$ cat src/rtl/pic_pkg.sv
// pic_pkg -- shared definitions for the interrupt acknowledge sequencer.
//   NUM_IRQ      : number of interrupt lines
//   IDX_W        : width of an interrupt index
//   SPURIOUS_IDX : index reported when INTA finds no valid winner
//   pic_state_e  : acknowledge sequence FSM states
package pic_pkg;
  localparam int NUM_IRQ = 8;
  localparam int IDX_W   = $clog2(NUM_IRQ);
  localparam logic [IDX_W-1:0] SPURIOUS_IDX = 3'd7;

  typedef enum logic [2:0] {
    IDLE = 3'd0,
    PEND = 3'd1,
    ACK1 = 3'd2,
    GAP  = 3'd3,
    ACK2 = 3'd4
  } pic_state_e;
endpackage

$ cat src/rtl/pic_ack_sequencer_if.sv
// pic_ack_sequencer_if -- request/acknowledge/vector bus between CPU side
// (master) and the interrupt controller (slave).
//   irq_req, irq_mask, inta_n, eoi, vector_base : master -> slave
//   int_out, irr_clear, isr, vector, vector_oe, spurious : slave -> master
interface pic_ack_sequencer_if;
  import pic_pkg::*;

  logic [NUM_IRQ-1:0] irq_req;
  logic [NUM_IRQ-1:0] irq_mask;
  logic               inta_n;
  logic               eoi;
  logic [4:0]         vector_base;
  logic               int_out;
  logic [NUM_IRQ-1:0] irr_clear;
  logic [NUM_IRQ-1:0] isr;
  logic [7:0]         vector;
  logic               vector_oe;
  logic               spurious;

  modport master (
    output irq_req, irq_mask, inta_n, eoi, vector_base,
    input  int_out, irr_clear, isr, vector, vector_oe, spurious
  );

  modport slave (
    input  irq_req, irq_mask, inta_n, eoi, vector_base,
    output int_out, irr_clear, isr, vector, vector_oe, spurious
  );
endinterface

$ cat src/rtl/pic_prio_enc.sv
// pic_prio_enc -- lowest-index find-first-set.
//   bits_i : candidate vector
//   idx_o  : index of the lowest set bit (0 when none)
//   vld_o  : at least one bit set
module pic_prio_enc #(
  parameter int N = 8,
  parameter int W = $clog2(N)
) (
  input  logic [N-1:0] bits_i,
  output logic [W-1:0] idx_o,
  output logic         vld_o
);
  // Scan high to low so the last hit (lowest index) wins.
  always_comb begin
    idx_o = '0;
    vld_o = 1'b0;
    for (int i = N - 1; i >= 0; i--) begin
      if (bits_i[i]) begin
        idx_o = W'(i);
        vld_o = 1'b1;
      end
    end
  end
endmodule

$ cat src/rtl/pic_ack_sequencer.sv
// pic_ack_sequencer -- 8-line interrupt controller acknowledge sequencer.
// Picks the highest-priority unmasked request not blocked by in-service
// levels, raises int_out, and runs the two-pulse INTA handshake that sets
// the ISR bit and drives the vector byte during the second pulse.
//   clk, rst_n : clock, synchronous active-low reset
//   bus        : pic_ack_sequencer_if.slave (requests, INTA, EOI, vector out)
// Build option: PIC_AUTO_EOI_EN -- clear the served ISR bit at the end of
// the second INTA pulse (non-spurious sequences only).
module pic_ack_sequencer
  import pic_pkg::*;
(
  input logic                 clk,
  input logic                 rst_n,
  pic_ack_sequencer_if.slave  bus
);
  pic_state_e         state_q, state_d;
  logic               inta_q;
  logic [IDX_W-1:0]   idx_q, idx_d;
  logic [NUM_IRQ-1:0] isr_q, isr_d;
  logic [NUM_IRQ-1:0] irr_q, irr_d;
  logic               spur_q, spur_d;

  logic               inta_fall, inta_rise;
  logic [IDX_W-1:0]   isr_lo, win_idx;
  logic               isr_vld, win_vld;
  logic [NUM_IRQ-1:0] below, cand;

  assign inta_fall = inta_q & ~bus.inta_n;
  assign inta_rise = ~inta_q & bus.inta_n;

  // Requests compete only below the highest-priority in-service level.
  assign below = isr_vld ? ((NUM_IRQ'(1) << isr_lo) - NUM_IRQ'(1)) : '1;
  assign cand  = bus.irq_req & ~bus.irq_mask & below;

  pic_prio_enc #(.N(NUM_IRQ)) u_isr_enc (
    .bits_i (isr_q),
    .idx_o  (isr_lo),
    .vld_o  (isr_vld)
  );

  pic_prio_enc #(.N(NUM_IRQ)) u_win_enc (
    .bits_i (cand),
    .idx_o  (win_idx),
    .vld_o  (win_vld)
  );

  always_comb begin
    state_d = state_q;
    idx_d   = idx_q;
    irr_d   = '0;
    spur_d  = spur_q;
    isr_d   = isr_q;
    // EOI works on the pre-update ISR; any bit set below is applied after,
    // so a simultaneously acknowledged level survives.
    if (bus.eoi && isr_vld) isr_d[isr_lo] = 1'b0;
    unique case (state_q)
      IDLE: if (win_vld) state_d = PEND;
      PEND: begin
        if (inta_fall) begin
          state_d = ACK1;
          if (win_vld) begin
            idx_d          = win_idx;
            isr_d[win_idx] = 1'b1;
            irr_d          = NUM_IRQ'(1) << win_idx;
            spur_d         = 1'b0;
          end else begin
            idx_d  = SPURIOUS_IDX;
            spur_d = 1'b1;
          end
        end
      end
      ACK1: if (inta_rise) state_d = GAP;
      GAP:  if (inta_fall) state_d = ACK2;
      ACK2: begin
        if (inta_rise) begin
          state_d = IDLE;
          spur_d  = 1'b0;
`ifdef PIC_AUTO_EOI_EN
          if (!spur_q) isr_d[idx_q] = 1'b0;
`endif
        end
      end
      default: state_d = IDLE;
    endcase
  end

  always_ff @(posedge clk) begin
    if (!rst_n) begin
      state_q <= IDLE;
      inta_q  <= 1'b1;
      idx_q   <= '0;
      isr_q   <= '0;
      irr_q   <= '0;
      spur_q  <= 1'b0;
    end else begin
      state_q <= state_d;
      inta_q  <= bus.inta_n;
      idx_q   <= idx_d;
      isr_q   <= isr_d;
      irr_q   <= irr_d;
      spur_q  <= spur_d;
    end
  end

  assign bus.int_out   = (state_q == PEND);
  assign bus.irr_clear = irr_q;
  assign bus.isr       = isr_q;
  assign bus.vector_oe = (state_q == ACK2);
  assign bus.vector    = bus.vector_oe ? {bus.vector_base, idx_q} : 8'h00;
  assign bus.spurious  = spur_q;
endmodule
$ cat src/flat_wrapper.sv
// flat-port wrapper written by rule: the top's interface ports become plain ports
module pic_ack_sequencer_flat import pic_pkg::*;
  (clk, rst_n, bus_irq_req, bus_irq_mask, bus_inta_n, bus_eoi, bus_vector_base, bus_int_out, bus_irr_clear, bus_isr, bus_vector, bus_vector_oe, bus_spurious);
  pic_ack_sequencer_if bus_i ();
  input logic clk;
  input logic rst_n;
  input wire logic [$bits(bus_i.irq_req)-1:0] bus_irq_req;
  input wire logic [$bits(bus_i.irq_mask)-1:0] bus_irq_mask;
  input wire logic [$bits(bus_i.inta_n)-1:0] bus_inta_n;
  input wire logic [$bits(bus_i.eoi)-1:0] bus_eoi;
  input wire logic [$bits(bus_i.vector_base)-1:0] bus_vector_base;
  output wire logic [$bits(bus_i.int_out)-1:0] bus_int_out;
  output wire logic [$bits(bus_i.irr_clear)-1:0] bus_irr_clear;
  output wire logic [$bits(bus_i.isr)-1:0] bus_isr;
  output wire logic [$bits(bus_i.vector)-1:0] bus_vector;
  output wire logic [$bits(bus_i.vector_oe)-1:0] bus_vector_oe;
  output wire logic [$bits(bus_i.spurious)-1:0] bus_spurious;
  assign bus_i.irq_req = bus_irq_req;
  assign bus_i.irq_mask = bus_irq_mask;
  assign bus_i.inta_n = bus_inta_n;
  assign bus_i.eoi = bus_eoi;
  assign bus_i.vector_base = bus_vector_base;
  assign bus_int_out = bus_i.int_out;
  assign bus_irr_clear = bus_i.irr_clear;
  assign bus_isr = bus_i.isr;
  assign bus_vector = bus_i.vector;
  assign bus_vector_oe = bus_i.vector_oe;
  assign bus_spurious = bus_i.spurious;
  pic_ack_sequencer u_core (.clk(clk), .rst_n(rst_n), .bus(bus_i));
endmodule
$ cat config.mk
export PLATFORM = sky130hd
export DESIGN_NAME = pic_ack_sequencer_flat
export DESIGN_NICKNAME = d
export VERILOG_FILES = /design/src/rtl/pic_pkg.sv /design/src/rtl/pic_ack_sequencer_if.sv /design/src/rtl/pic_prio_enc.sv /design/src/rtl/pic_ack_sequencer.sv /design/src/flat_wrapper.sv
export SDC_FILE = /design/constraint.sdc
export NUM_CORES = 1
export LEC_CHECK = 0
export CORE_UTILIZATION = 47
export CTS_CLUSTER_DIAMETER = 50
export DETAILED_ROUTE_END_ITERATION = 16
export PLACE_DENSITY = 0.89
export SETUP_SLACK_MARGIN = 0.1
export SLEW_MARGIN = 10
export SYNTH_ARGS = -nofsm -noshare
export SYNTH_HDL_FRONTEND = slang
export SYNTH_SLANG_ARGS = --single-unit
export TNS_END_PERCENT = 30
$ cat constraint.sdc
create_clock -name clk -period 7.6 [get_ports clk]
set_input_delay 0.76 -clock clk [delete_from_list [all_inputs] [get_ports clk]]
set_output_delay 0.76 -clock clk [all_outputs]
set_load 0.05 [all_outputs]
== After elaboration in Yosys (flattened, before gate mapping) ==
Index checks and enable logic that the tools add are counted.
Storage, ports and cells
  register bits after elaboration: 24
  bits in latches: 0
  bits in writable memories: 0
  ROM bits: 0
  bits of input ports: 25
  output and inout bits: 27
  logic and storage cells: 94
  memories kept: 0
Operators by class
  add/sub/neg operators: 1
  $mul: 0
  divide/modulo/power cells: 0
  order comparisons: 4
  eq/ne operators: 9
  shifts and indexed selects: 2
  muxes and demuxes: 53
  bitwise gates (word level): 10
  reduce and logical (&&, ||, !) cells: 9
Operator list (number)
  3-bit 2-to-1 mux: 22
  8-bit 2-to-1 mux: 6
  8-bit bitwise AND: 3
  1-bit 2-to-1 mux: 21
  8-bit inverter: 2
  1-bit by 3-bit left shift with 8-bit output (first input constant): 2
  3-bit one-hot mux with 5 select lines: 1
  3-bit by 4-bit less-than comparator with 1-bit output (second input constant): 2
  8-bit OR: 1
  8-bit by 1-bit subtractor with 8-bit output (second input constant): 1
  1-bit demux with 3-bit select: 2
  3-bit by 2-bit equality test with 1-bit output (second input constant): 2
  3-bit by 1-bit >= comparator with 1-bit output (second input constant): 2
  2-bit by 1-bit != test with 1-bit output (second input constant): 3
  5-bit AND reduction: 1
  2-bit != test (second input constant): 2
  4-bit AND reduction: 1
  3-bit by 1-bit equality test with 1-bit output (second input constant): 1
  3-bit equality test (second input constant): 1
  1-bit logical AND: 3
  3-bit logical NOT: 1
  3-bit AND reduction: 1
  1-bit bitwise AND: 2
  1-bit inverter: 2
  3 further kinds: 3

== Longest topological paths before layout ==
Gate-level depths: netlist (run 1).
  depth in word-level cells: 28
  depth in mapped cells: 13

== Cells and area by module ==
From an unflattened synthesis (run 1), not the netlist that was laid out.
Unflattened totals
  cell total of the unflattened synthesis: 154
  area, all modules: 1258.7 um^2
By module, submodules not included
  pic_ack_sequencer: instances 1, cells an instance 128, area an instance 1098.6 um^2, seq. area each 480.5 um^2
  pic_prio_enc: instances 2, cells an instance 13, area an instance 80.1 um^2, seq. area each 0.0 um^2

== Worst setup path before layout (run 1) ==
No wires, ideal clock.
  path kind: register -> register
  start point: register u_core.isr_q[5], in the netlist u_core.bus.isr[5]
  end point: register u_core.isr_q[6], in the netlist u_core.bus.isr[6]
  arrival: 3030 ps
  data required time: 7533 ps
  path slack: 4503 ps
  cell stages (with the launch flop): 13
  path buffers: 1
  clock period less this slack: 3097 ps
  cells stage by stage: dfxtp_1 > inv_1 > a21oi_1 > o21bai_1 > a21o_2 > nand2b_1 > ha_1 > clkbuf_1 > a221o_1 > a21oi_4 > nand2_1 > or4_4 > o21ai_2
On the way
  cells in the longest elaborated chain, start to end: 26
  elaborated cells on any way between the ends: 50
Ends and longest elaborated chain
  start, declared: RTL line pic_ack_sequencer.sv:19  | logic [NUM_IRQ-1:0] isr_q, isr_d;
  start signal, assigned: RTL line pic_ack_sequencer.sv:99  | isr_q <= isr_d;
  3-bit 2-to-1 mux (6 in a row): RTL line pic_prio_enc.sv:18  | if (bits_i[i]) begin
  1-bit by 3-bit left shift with 8-bit output: RTL line pic_ack_sequencer.sv:32  | assign below = isr_vld ? ((NUM_IRQ'(1) << isr_lo) - NUM_IRQ'(1)) : '1;
  8-bit by 1-bit subtractor with 8-bit output: RTL line pic_ack_sequencer.sv:32
  8-bit 2-to-1 mux: RTL line pic_ack_sequencer.sv:32
  8-bit bitwise AND: RTL line pic_ack_sequencer.sv:33  | assign cand = bus.irq_req & ~bus.irq_mask & below;
  3-bit 2-to-1 mux (8 in a row): RTL line pic_prio_enc.sv:18
  3-bit by 4-bit less-than comparator with 1-bit output (implied by the code) / 3-bit by 1-bit >= comparator with 1-bit output (equally long branches): RTL line pic_ack_sequencer.sv:63  | isr_d[win_idx] = 1'b1;
  1-bit logical AND (implied by the code): RTL line pic_ack_sequencer.sv:63
  1-bit 2-to-1 mux (implied by the code): RTL line pic_ack_sequencer.sv:63
  1-bit demux with 3-bit select
  8-bit OR (no line)
  8-bit 2-to-1 mux: RTL line pic_ack_sequencer.sv:61  | if (win_vld) begin
  8-bit 2-to-1 mux: RTL line pic_ack_sequencer.sv:59  | if (inta_fall) begin
  8-bit 2-to-1 mux (*): RTL line pic_ack_sequencer.sv:56  | unique case (state_q)
Every way passes the cells marked *; elsewhere a longest branch is shown, timed or not.
A chain may end at the register's enable or synchronous reset.

== Worst setup path after layout (run 1) ==
  start point: register u_core.state_q[1]
  end point: output port bus_vector[3]
On the way
  cells in the longest elaborated chain, start to end: 2
Ends and longest elaborated chain
  start, declared: RTL line pic_ack_sequencer.sv:16  | pic_state_e state_q, state_d;
  start signal, assigned: RTL line pic_ack_sequencer.sv:96  | state_q <= state_d;
  3-bit equality test: RTL line pic_ack_sequencer.sv:108  | assign bus.vector_oe = (state_q == ACK2);
  8-bit 2-to-1 mux: RTL line pic_ack_sequencer.sv:109  | assign bus.vector = bus.vector_oe ? {bus.vector_base, idx_q} : 8'h00;
  end, declared: RTL line flat_wrapper.sv:15  | output wire logic [$bits(bus_i.vector)-1:0] bus_vector;
Every way passes these cells.

==> metrics.txt, run 1 <==
Final Util=0.707; Mapped Cells=between 150 and 200; I/O pin count=52; flop2flop setup slack=4.45 ns; Max Clock Freq=just under 300 MHz; Mean Syn Cell Area=8.07 um^2; VDD IR max=between 150 and 200 uV; clock sinks=24; Slew Limit Fails=0; Layout Nets=between 200 and 250; reg2reg end=u_core.bus.isr[5]$_SDFF_PN0_; crit share post-route=0.443; fin area=just under 2000 um^2; Synth Net Count=just under 200; M1 GR Usage=0.341; Cell Area, Placed=about 1900 um^2; WL final=3770 um; Placer Congestion=~0.9; met3 Use GR=0.0419; antenna violations before repair=0; required time worst endpoint=6.84 ns; worst-path cell chain=nor3b_1, and2_1, clkdlybuf4s50_1; die span in y=56.0 um; cell leakage power=roughly 0.71 nW; Synth-to-Final Area Change=42.2%; remaining antenna violation count=0; Worst setup SP type=register; Setup CP Type=reg2out; met2 usage=0.410; share of cells above drive strength 1=0.0734; Synth warnings=0; most frequent cells in the layout=51 x clkdlybuf4s50_1, 24 x dfxtp_1, 15 x nand2_1, 12 x nor2_1; critical path launch point=u_core.state_q[1]$_SDFFE_PN0P_; routed len/inst=between 15 and 20 um; Core Box Area=approximately 2800 um^2; power density over the cells=~160 nW/um^2; drc violations=0; Critical path destination=bus_vector[3]; IO Port Bufs=51; die area=3140 um^2; worst reg2reg path startpoint=u_core.bus.isr[6]$_SDFF_PN0_; final hold violations=0; TritonCTS buffer count=3; Power Total=roughly 0.0003 W; total gr overflow=0; Slowest-stage cell, CP=clkdlybuf4s50_1; commonest non-fill, non-tap cell in the layout=clkdlybuf4s50_1; RSZ-0062 raised after global routing=false; row count=19; gr busiest metal=met2; Post-CTS Hold Buffers=0; post-synthesis cell area=~1400 um^2; Tightest Pin Transition=~0.93 ns; via count=around 1500; relative slew slack=0.379; hold crit path type=reg2reg; number of setup violations in the final report=0; number of fill cells=234; CTS H-Tree Depth=1; CP max FO=11; setup TNS=0 ns; library cells used by synthesis=47; Gates resized, CTS repair=0; setup bufs post-CTS=0; vias per cell=slightly below 6; Final min period=around 3.4 ns; first-pass GRT wire length=6290 um; Die X=56.0 um; largest net degree at the start of global routing=19; root buffer cell=clkbuf_4; clk_lat worst skew=between 0.3 and 0.4 ns; synthesized flop and latch total=24; GRT Util Overall=0.252; max-cap viol count=0; outcome=finished, final reports clean; clk slew on worst S/H paths=0.14 ns; Detail Placement HPWL=2810 um; DRT Pass-1 Iters=4; CP max stage delay=between 0.8 and 0.9 ns; worst r2r path cells=12; vias in the first global route=1324; antenna cells=0; Initial Util=0.497; Max clock buf depth=2; sequential-to-total area share from yosys stat=0.350; Worst Setup End Kind=output pin; CTS tree=yes; clk_skew=around 0.0033 ns; data arrival time of the worst path=around 2.6 ns; 1st-iter DRT viols=between 70 and 80
==> synthesized netlist by cell type, drive strengths merged <==
library cell / number / share of area
xor2: 1 / 0.0064
clkbuf: 7 / 0.020
a21oi: 8 / 0.037
and4b: 1 / 0.0073
a22oi: 1 / 0.0055
a311oi: 1 / 0.0064
nor4b: 1 / 0.0064
dfxtp: 24 / 0.35
nor3b: 3 / 0.016
or2: 1 / 0.0046
nand2b: 10 / 0.046
nand3b: 1 / 0.0055
a32o: 1 / 0.0073
a21boi: 2 / 0.011
nor3: 4 / 0.015
a221o: 1 / 0.0073
nand4: 3 / 0.014
a31oi: 3 / 0.014
a211o: 1 / 0.0064
ha: 1 / 0.0091
inv: 7 / 0.019
a32oi: 2 / 0.013
a21o: 1 / 0.0064
nor4: 2 / 0.020
a211oi: 2 / 0.011
o31ai: 1 / 0.0055
o211ai: 4 / 0.022
and2: 13 / 0.062
o2bb2ai: 1 / 0.0064
nor2b: 9 / 0.041
nand2: 15 / 0.041
mux2i: 1 / 0.0073
nor2: 13 / 0.037
nand4bb: 1 / 0.0082
o311ai: 1 / 0.0064
o21a: 3 / 0.016
o21ai: 9 / 0.038
or4: 1 / 0.0082
o21bai: 1 / 0.0055
nand3: 7 / 0.026
o22ai: 1 / 0.0046
==> critical path, delay by kind of cell (launching register included) <==
kind	cells	cell delay (ns)
buffers and inverters	1	0.83
and+or+nand+nor	2	1.04
DFF	1	0.41
==> cell families after synthesis <==
family                   after synthesis  share of synthesized area
AND/OR/NAND/NOR                       85                      0.358
multiplexers                           1                    0.00730
adder cells (fa/ha/maj)                1                    0.00912
flip-flops                            24                      0.350
AO/OA/AOI/OAI                         44                      0.230
XOR/XNOR                               1                    0.00639
buffers and inverters                 14                     0.0392
==> flip-flops by register name (all words and copies together), names as in the netlist <==
register and count:
u_core.bus.irr_clear 8, u_core.bus.isr 8, u_core.bus.spurious 1, u_core.idx_q 3, u_core.inta_q 1, u_core.state_q 3
==> cell type report <==
| class | count | area [um^2] | share of cell area |
|---|---|---|---|
| inverter | 7 | 26.3 | 0.0135 |
| multi-input combinational | 132 | 842 | 0.432 |
| tap | 31 | 38.8 | 0.0199 |
| timing repair buffer | 51 | 510 | 0.262 |
| clock inverter | 1 | 30.0 | 0.0154 |
| sequential | 24 | 480 | 0.246 |
| clock buffer | 3 | 22.5 | 0.0115 |
==> worst min path at each step <==
stage	start	endpoint	slack, ns	cells after the start
2_1_floorplan	u_core.idx_q[2]$_SDFFE_PN0P_	u_core.idx_q[2]$_SDFFE_PN0P_	0.47	2
3_3_place_gp	u_core.state_q[0]$_SDFFE_PN0P_	u_core.state_q[0]$_SDFFE_PN0P_	0.50	2
3_5_place_dp	u_core.idx_q[2]$_SDFFE_PN0P_	u_core.idx_q[2]$_SDFFE_PN0P_	0.50	2
4_1_cts	u_core.idx_q[2]$_SDFFE_PN0P_	u_core.idx_q[2]$_SDFFE_PN0P_	0.54	2
5_1_grt	u_core.idx_q[2]$_SDFFE_PN0P_	u_core.idx_q[2]$_SDFFE_PN0P_	0.57	2
6_report	u_core.idx_q[2]$_SDFFE_PN0P_	u_core.idx_q[2]$_SDFFE_PN0P_	0.53	2
==> power breakdown <==
| part | internal [W] | switching, W |
|---|---|---|
| Combinational | 0.0000323 | 0.0000403 |
| Clock | 0.0000534 | 0.0000430 |
| Sequential | 0.000130 | 0.00000474 |
==> routing by layer <==
| metal | vias up | share of wire | routed length [um] |
|---|---|---|---|
| met1 | 675 | 0.44 | 1670 |
| met4 | 0 | 0.014 | 51 |
| li1 | 711 | - | - |
| met3 | 6 | 0.056 | 211 |
| met5 | - | 0 | 0 |
| met2 | 61 | 0.49 | 1840 |
==> stage by stage <==
stage / std cells / setup WS, ns / hold WS, ns
detailed placement: 245 / 4.40 / 0.499
global placement: 245 / 4.51 / 0.502
global route: 249 / 4.15 / 0.567
floorplan: 170 / 4.50 / 0.474
CTS: 249 / 4.25 / 0.535
finish: 249 / 4.23 / 0.525
No activity file was read; power rests on OpenSTA's default activity.
==> inputs of run 2 (changes only) <==
--- a/config.mk
+++ b/config.mk
@@ -5,10 +5,10 @@
 export SDC_FILE = /design/constraint.sdc
 export NUM_CORES = 1
 export LEC_CHECK = 0
-export CORE_UTILIZATION = 47
+export CORE_UTILIZATION = 39
 export CTS_CLUSTER_DIAMETER = 50
 export DETAILED_ROUTE_END_ITERATION = 16
-export PLACE_DENSITY = 0.89
+export PLACE_DENSITY = 0.79
 export SETUP_SLACK_MARGIN = 0.1
 export SLEW_MARGIN = 10
 export SYNTH_ARGS = -nofsm -noshare
==> constraint.sdc (replaced) <==
create_clock -name clk -period 3 [get_ports clk]
set_input_delay 0.3 -clock clk [delete_from_list [all_inputs] [get_ports clk]]
set_output_delay 0.3 -clock clk [all_outputs]
set_load 0.05 [all_outputs]
==> run 2 against run 1 <==
Die area up 20%. Critical path depth up 8. Sequential cell count unchanged. Clock power up 87%. Utilization down 9.8 points. Worst setup slack worse by 4.0 ns. Largest power group unchanged. Routed wire length up 0.69%. Non-clock buffer count up 10. Critical endpoint is now u_core.bus.isr[6]$_SDFF_PN0_. Count of clock-buffer cells in the layout up 1. Combinational power rose to 2.8 times the previous value. Critical path type is now reg2reg.
==> metrics.txt, run 2 (synthesized netlist as in run 1, its figures left out) <==
clk slew on worst S/H paths=0.14 ns (about the same); clk_lat worst skew=0.33 ns (about the same); commonest non-fill, non-tap cell in the layout=clkdlybuf4s50_1 (unchanged); outcome=finished, final reports clean (unchanged); die area=3760 um^2 (was 3140 um^2); remaining antenna violation count=0 (unchanged); most frequent cells in the layout=51 x clkdlybuf4s50_1, 19 x dfxtp_1, 15 x nand2_1, 12 x nor2_1 (was 51 x clkdlybuf4s50_1, 24 x dfxtp_1, 15 x nand2_1, 12 x nor2_1); DR WL met3=397 um (was 211 um); Setup CP Type=reg2reg (was reg2out); Final min period=around 2.8 ns; IO Port Bufs=51 (unchanged); relative slew slack=0.569 (was 0.379); CTS H-Tree Depth=1 (unchanged); Core Box Area=3360 um^2 (was 2760 um^2); antenna cells=0 (unchanged); DRT Pass-1 Iters=4 (unchanged); Detail Placement HPWL=2780 um (was 2810 um); row count=21 (was 19); CP max FO=9 (was 11); CTS tree=yes (unchanged); via count=1472 (was 1453); hold crit path type=reg2reg (unchanged); drc violations=0 (unchanged); I/O pin count=52 (unchanged); crit share post-route=0.931; largest net degree at the start of global routing=19 (unchanged); most used cell, CP=nand2b_1; Layout Nets=255 (was 245); worst-path cell chain=nand2b_1, a21oi_1, o21bai_1, a21o_2, nand2b_1, ha_4, a221o_1, a21oi_4, nand2_1, or4_4, o21ai_2 (was nor3b_1, and2_1, clkdlybuf4s50_1); Initial Util=0.408 (was 0.497); power density over the cells=352 nW/um^2 (was 156 nW/um^2); Die X=61.3 um (was 56.0 um); root buffer cell=clkbuf_4 (unchanged); clk_skew=0.00640 ns (was 0.00333 ns); Synth-to-Final Area Change=49.5% (was 42.2%); clock sinks=24 (unchanged); required time worst endpoint=3.27 ns (was 6.84 ns); die span in y=61.3 um (was 56.0 um); WL final=3800 um (was 3770 um); critical path launch point=u_core.bus.isr[6]$_SDFF_PN0_ (was u_core.state_q[1]$_SDFFE_PN0P_); GRT Util Overall=0.207 (was 0.252); number of fill cells=320 (was 234); M1 wire length=1650 um (was 1670 um); antenna violations before repair=0 (unchanged); first-pass GRT wire length=5780 um (was 6290 um); Slew Limit Fails=0 (unchanged); Worst setup SP type=register (unchanged); placed insts=265 (was 245); worst reg2reg path startpoint=u_core.bus.isr[6]$_SDFF_PN0_ (unchanged); Top Metal Used=met4 (unchanged); Tightest Pin Transition=0.645 ns (was 0.929 ns); total gr overflow=0 (unchanged); hold path start=u_core.idx_q[2]$_SDFFE_PN0P_ (unchanged); data arrival time of the worst path=3.06 ns (was 2.61 ns); Max clock buf depth=2 (unchanged); setup TNS=0 ns (unchanged); vias per cell=5.37 (was 5.84); number of setup violations in the final report=0 (unchanged); RSZ-0062 raised after global routing=false (unchanged); Max Clock Freq=between 300 and 400 MHz; CP max stage delay=0.57 ns (was 0.83 ns); routed len/inst=13.9 um (was 15.2 um); share of cells above drive strength 1=0.140 (was 0.0734); vias in the first global route=1271 (was 1324); final std cells w/o fill=274 (was 249); Slowest-stage cell, CP=or4_4 (was clkdlybuf4s50_1); Worst Setup End Kind=register (was output pin); 1st-iter DRT viols=63 (was 77); final hold violations=0 (unchanged); Post-CTS Hold Buffers=0 (unchanged); max-cap viol count=0 (unchanged); cell leakage power=0.761 nW (was 0.715 nW); Placer Congestion=0.884 (was 0.903); TritonCTS buffer count=3 (unchanged); VDD IR max=214 uV (was 178 uV); WL met2=1720 um (was 1840 um)
## run 2: cell count changes in the layout (fill, tap and decap cells not counted), sizes merged
cell    change
buf        +10
bufinv      -1
clkbuf      +1
## run 2: repair_timing
action	4_1_cts	5_1_grt
gates resized for setup	0	6
endpoints found under the setup margin	0	13
endpoints found under the hold margin	0	0
buffers inserted	0	5
## run 2: worst paths after layout
check,cells after the start,slack (ns),end
worst min-delay path,2,0.53,u_core.idx_q[2]$_SDFFE_PN0P_
worst max-delay path,11,0.21,u_core.bus.isr[6]$_SDFF_PN0_
worst min register to register,2,0.53,u_core.idx_q[2]$_SDFFE_PN0P_
worst max register to register,11,0.21,u_core.bus.isr[6]$_SDFF_PN0_
## run 2: area by class of cell
type                       count  area (um^2)  share of cell area
multi-input combinational    132          856               0.417
timing repair buffer          61          586               0.286
tap                           46         57.6              0.0281
sequential                    24          489               0.239
clock buffer                   4         36.3              0.0177
inverter                       7         26.3              0.0128
## run 2: worst max-delay path: cells and delay by family, from the launching register on
kind	cells	cell delay (ns)
AOI/OAI and AO/OA	6	1.16
adders and majority gates	1	0.21
and+or+nand+nor	4	0.97
DFF	1	0.39
## run 2: metrics by stage
step / area (um^2) / hold slack [ns] / setup slack (ns) / total power [W] / utilization
2_1_floorplan: 1380 / 0.401 / 0.138 / 0.000461 / -
5_1_grt: 2050 / 0.560 / 0.0164 / 0.000756 / 0.610
4_1_cts: 1990 / 0.533 / 0.108 / 0.000705 / 0.592
6_report: 2050 / 0.528 / 0.208 / 0.000722 / 0.610
3_3_place_gp: 1960 / 0.495 / 0.227 / 0.000530 / 0.581
3_5_place_dp: 1960 / 0.498 / 0.120 / 0.000532 / 0.581
## run 2: routing by layer
metal  global-route usage  vias up
met5                    0        -
met4               0.0584        0
met3               0.0252        6
met2                0.314       77
met1                0.307      661
li1                     -      728
## run 2: power by group
| group | total [W] | switching [W] | internal (W) | leakage (nW) |
|---|---|---|---|---|
| Combinational | 0.000202 | 0.000105 | 0.0000965 | 0.543 |
| Clock | 0.000180 | 0.000106 | 0.0000743 | 0.0210 |
| Sequential | 0.000340 | 0.0000115 | 0.000328 | 0.197 |
| Total | 0.000722 | 0.000223 | 0.000499 | 0.761 |
==> inputs of run 3 (changes only) <==
--- a/config.mk
+++ b/config.mk
@@ -8,6 +8,7 @@
 export CORE_UTILIZATION = 39
 export CTS_CLUSTER_DIAMETER = 50
 export DETAILED_ROUTE_END_ITERATION = 16
+export GPL_TIMING_DRIVEN = 0
 export PLACE_DENSITY = 0.79
 export SETUP_SLACK_MARGIN = 0.1
 export SLEW_MARGIN = 10
==> run 3 against run 2 <==
Sequential power is essentially flat. Routed wire length fell by 6.7%. Clock power fell by 6%. Utilization shrank 0.52 points. Cell area is 0.85% lower. Critical path type unchanged. Largest power group unchanged.
==> metrics.txt, run 3 (synthesized netlist as in run 1, its figures left out) <==
critical path launch point=u_core.bus.isr[6]$_SDFF_PN0_ (unchanged); Placer Congestion=0.812 (was 0.884); CP max FO=9 (unchanged); sw power=0.000211 W (was 0.000223 W); Detail Placement HPWL=2690 um (was 2780 um); DR WL met3=171 um (was 397 um); hold path start=rst_n (was u_core.idx_q[2]$_SDFFE_PN0P_); post-placement setup slack=-0.0596 ns (was 0.120 ns); VDD IR max=224 uV (was 214 uV); crit share post-route=0.925 (was 0.931); Core Box Area=3360 um^2 (unchanged); I/O pin count=52 (unchanged); root buffer cell=clkbuf_4 (unchanged); sequential fraction of design power=0.480 (was 0.471); Sw Ratio=0.301 (was 0.309); routed len/inst=12.9 um (was 13.9 um); Final min period=2.77 ns (was 2.79 ns); relative slew slack=0.640 (was 0.569); vias per cell=5.24 (was 5.37); remaining antenna violation count=0 (unchanged); clk_lat worst skew=0.32 ns (was 0.33 ns); required time worst endpoint=3.26 ns (was 3.27 ns); largest net degree at the start of global routing=14 (was 19); Logic pwr share=0.279 (was 0.280); clk slew on worst S/H paths=0.13 ns (was 0.14 ns); antenna cells=0 (unchanged); IO Port Bufs=50 (was 51); 1st-iter DRT viols=46 (was 63); row count=21 (unchanged); GRT Util Overall=0.196 (was 0.207); share of cells above drive strength 1=0.136 (was 0.140); most frequent cells in the layout=50 x clkdlybuf4s50_1, 19 x dfxtp_1, 15 x nand2_1, 12 x nor2_1 (was 51 x clkdlybuf4s50_1, 19 x dfxtp_1, 15 x nand2_1, 12 x nor2_1); final hold violations=0 (unchanged); Slowest-stage cell, CP=or4_4 (unchanged); Slew Limit Fails=0 (unchanged); total gr overflow=0 (unchanged); Post-CTS Hold Buffers=0 (unchanged); Max Clock Freq=361 MHz (was 358 MHz); cell leakage power=0.745 nW (was 0.761 nW); Layout Nets=255 (unchanged); number of setup violations in the final report=0 (unchanged); CP max stage delay=0.61 ns (was 0.57 ns); max-cap viol count=0 (unchanged); Worst setup SP type=register (unchanged); antenna violations before repair=0 (unchanged); worst r2r path cells=12 (was 11); WL final=3540 um (was 3800 um); worst-path cell chain=nand2b_1, a21oi_2, o21bai_1, a21o_2, nand2b_1, ha_1, buf_2, nor2b_1, o211ai_1, o211ai_1, or4_4, o21ai_2 (was nand2b_1, a21oi_1, o21bai_1, a21o_2, nand2b_1, ha_4, a221o_1, a21oi_4, nand2_1, or4_4, o21ai_2); first-pass GRT wire length=5530 um (was 5780 um); die area=3760 um^2 (unchanged); hold crit path type=in2reg (was reg2reg); worst reg2reg path startpoint=u_core.bus.isr[6]$_SDFF_PN0_ (unchanged); clk_skew=0.00258 ns (was 0.00640 ns); power density over the cells=345 nW/um^2 (was 352 nW/um^2); outcome=finished, final reports clean (unchanged); Worst Hold Path Cells=2 (unchanged); vias in the first global route=1215 (was 1271); Final Util=0.605 (was 0.610); TritonCTS buffer count=3 (unchanged); via count=1436 (was 1472); Top Metal Used=met4 (unchanged); Power Total=0.000702 W (was 0.000722 W); data arrival time of the worst path=3.03 ns (was 3.06 ns); CTS H-Tree Depth=1 (unchanged); commonest non-fill, non-tap cell in the layout=clkdlybuf4s50_1 (unchanged); Tightest Pin Transition=0.535 ns (was 0.645 ns); drc violations=0 (unchanged); hold_ws=0.315 ns (was 0.528 ns); Synth-to-Final Area Change=48.3% (was 49.5%); Clock power frac=0.241 (was 0.250); RSZ-0062 raised after global routing=true (was false); WL met2=1600 um (was 1720 um); Pint=0.000491 W (was 0.000499 W); Initial Util=0.408 (unchanged); setup TNS=0 ns (unchanged); Worst Setup End Kind=register (unchanged); M1 wire length=1740 um (was 1650 um); Max clock buf depth=2 (unchanged); final worst slack=0.226 ns (was 0.208 ns); clock sinks=24 (unchanged); Setup CP Type=reg2reg (unchanged); DRT Pass-1 Iters=4 (unchanged); Die X=61.3 um (unchanged); die span in y=61.3 um (unchanged); CTS tree=yes (unchanged)
[run 3: worst paths after layout]
path,to,slack (ns)
worst max-delay path,u_core.bus.isr[6]$_SDFF_PN0_,0.23
worst min-delay path,u_core.inta_q$_SDFF_PN1_,0.32
worst max register to register,u_core.bus.isr[6]$_SDFF_PN0_,0.23
worst min register to register,u_core.bus.isr[6]$_SDFF_PN0_,0.52
[run 3: layout make-up]
type | instances | area (um^2)
Inverter | 7 | 26.3
Multi-Input combinational cell | 132 | 862
Timing Repair Buffer | 55 | 538
Fill cell | 327 | 1330
Clock buffer | 4 | 36.3
Sequential cell | 24 | 489
Buffer | 6 | 23.8
Tap cell | 46 | 57.6
[run 3: critical path, delay by kind of cell, from the launching register on]
kind / cells / cell delay [ns]
flops: 1 / 0.37
simple gates: 4 / 1.05
compound gates: 6 / 0.95
fa+ha+maj: 1 / 0.18
buf+inv: 1 / 0.17
[run 3: routing by layer]
| metal | vias up | GRT usage |
|---|---|---|
| li1 | 729 | - |
| met5 | - | 0 |
| met4 | 0 | 0.0390 |
| met2 | 38 | 0.309 |
| met1 | 665 | 0.278 |
| met3 | 4 | 0.0420 |
[run 3: power by group through the flow]
stage	logic (W)	clock network [W]	registers (W)
2_1_floorplan	0.000109	0	0.000352
3_3_place_gp	0.000181	0	0.000344
3_5_place_dp	0.000183	0	0.000344
4_1_cts	0.000189	0.000172	0.000337
5_1_grt	0.000214	0.000184	0.000339
6_report	0.000196	0.000169	0.000337
[run 3: what timing repair did]
| item | in CTS | in global routing |
|---|---|---|
| resized for setup | 3 | 7 |
| pin swaps | 2 | 5 |
| cloned | 0 | 0 |
| setup endpoints to repair | 13 | 13 |
| setup buffers | 2 | 3 |
[run 3: through the flow]
stage / instance area, um^2 / cells
floorplan: 1380 / 170
global placement: 1940 / 266
detailed placement: 1940 / 266
CTS: 1990 / 272
global route: 2030 / 274
finish: 2030 / 274
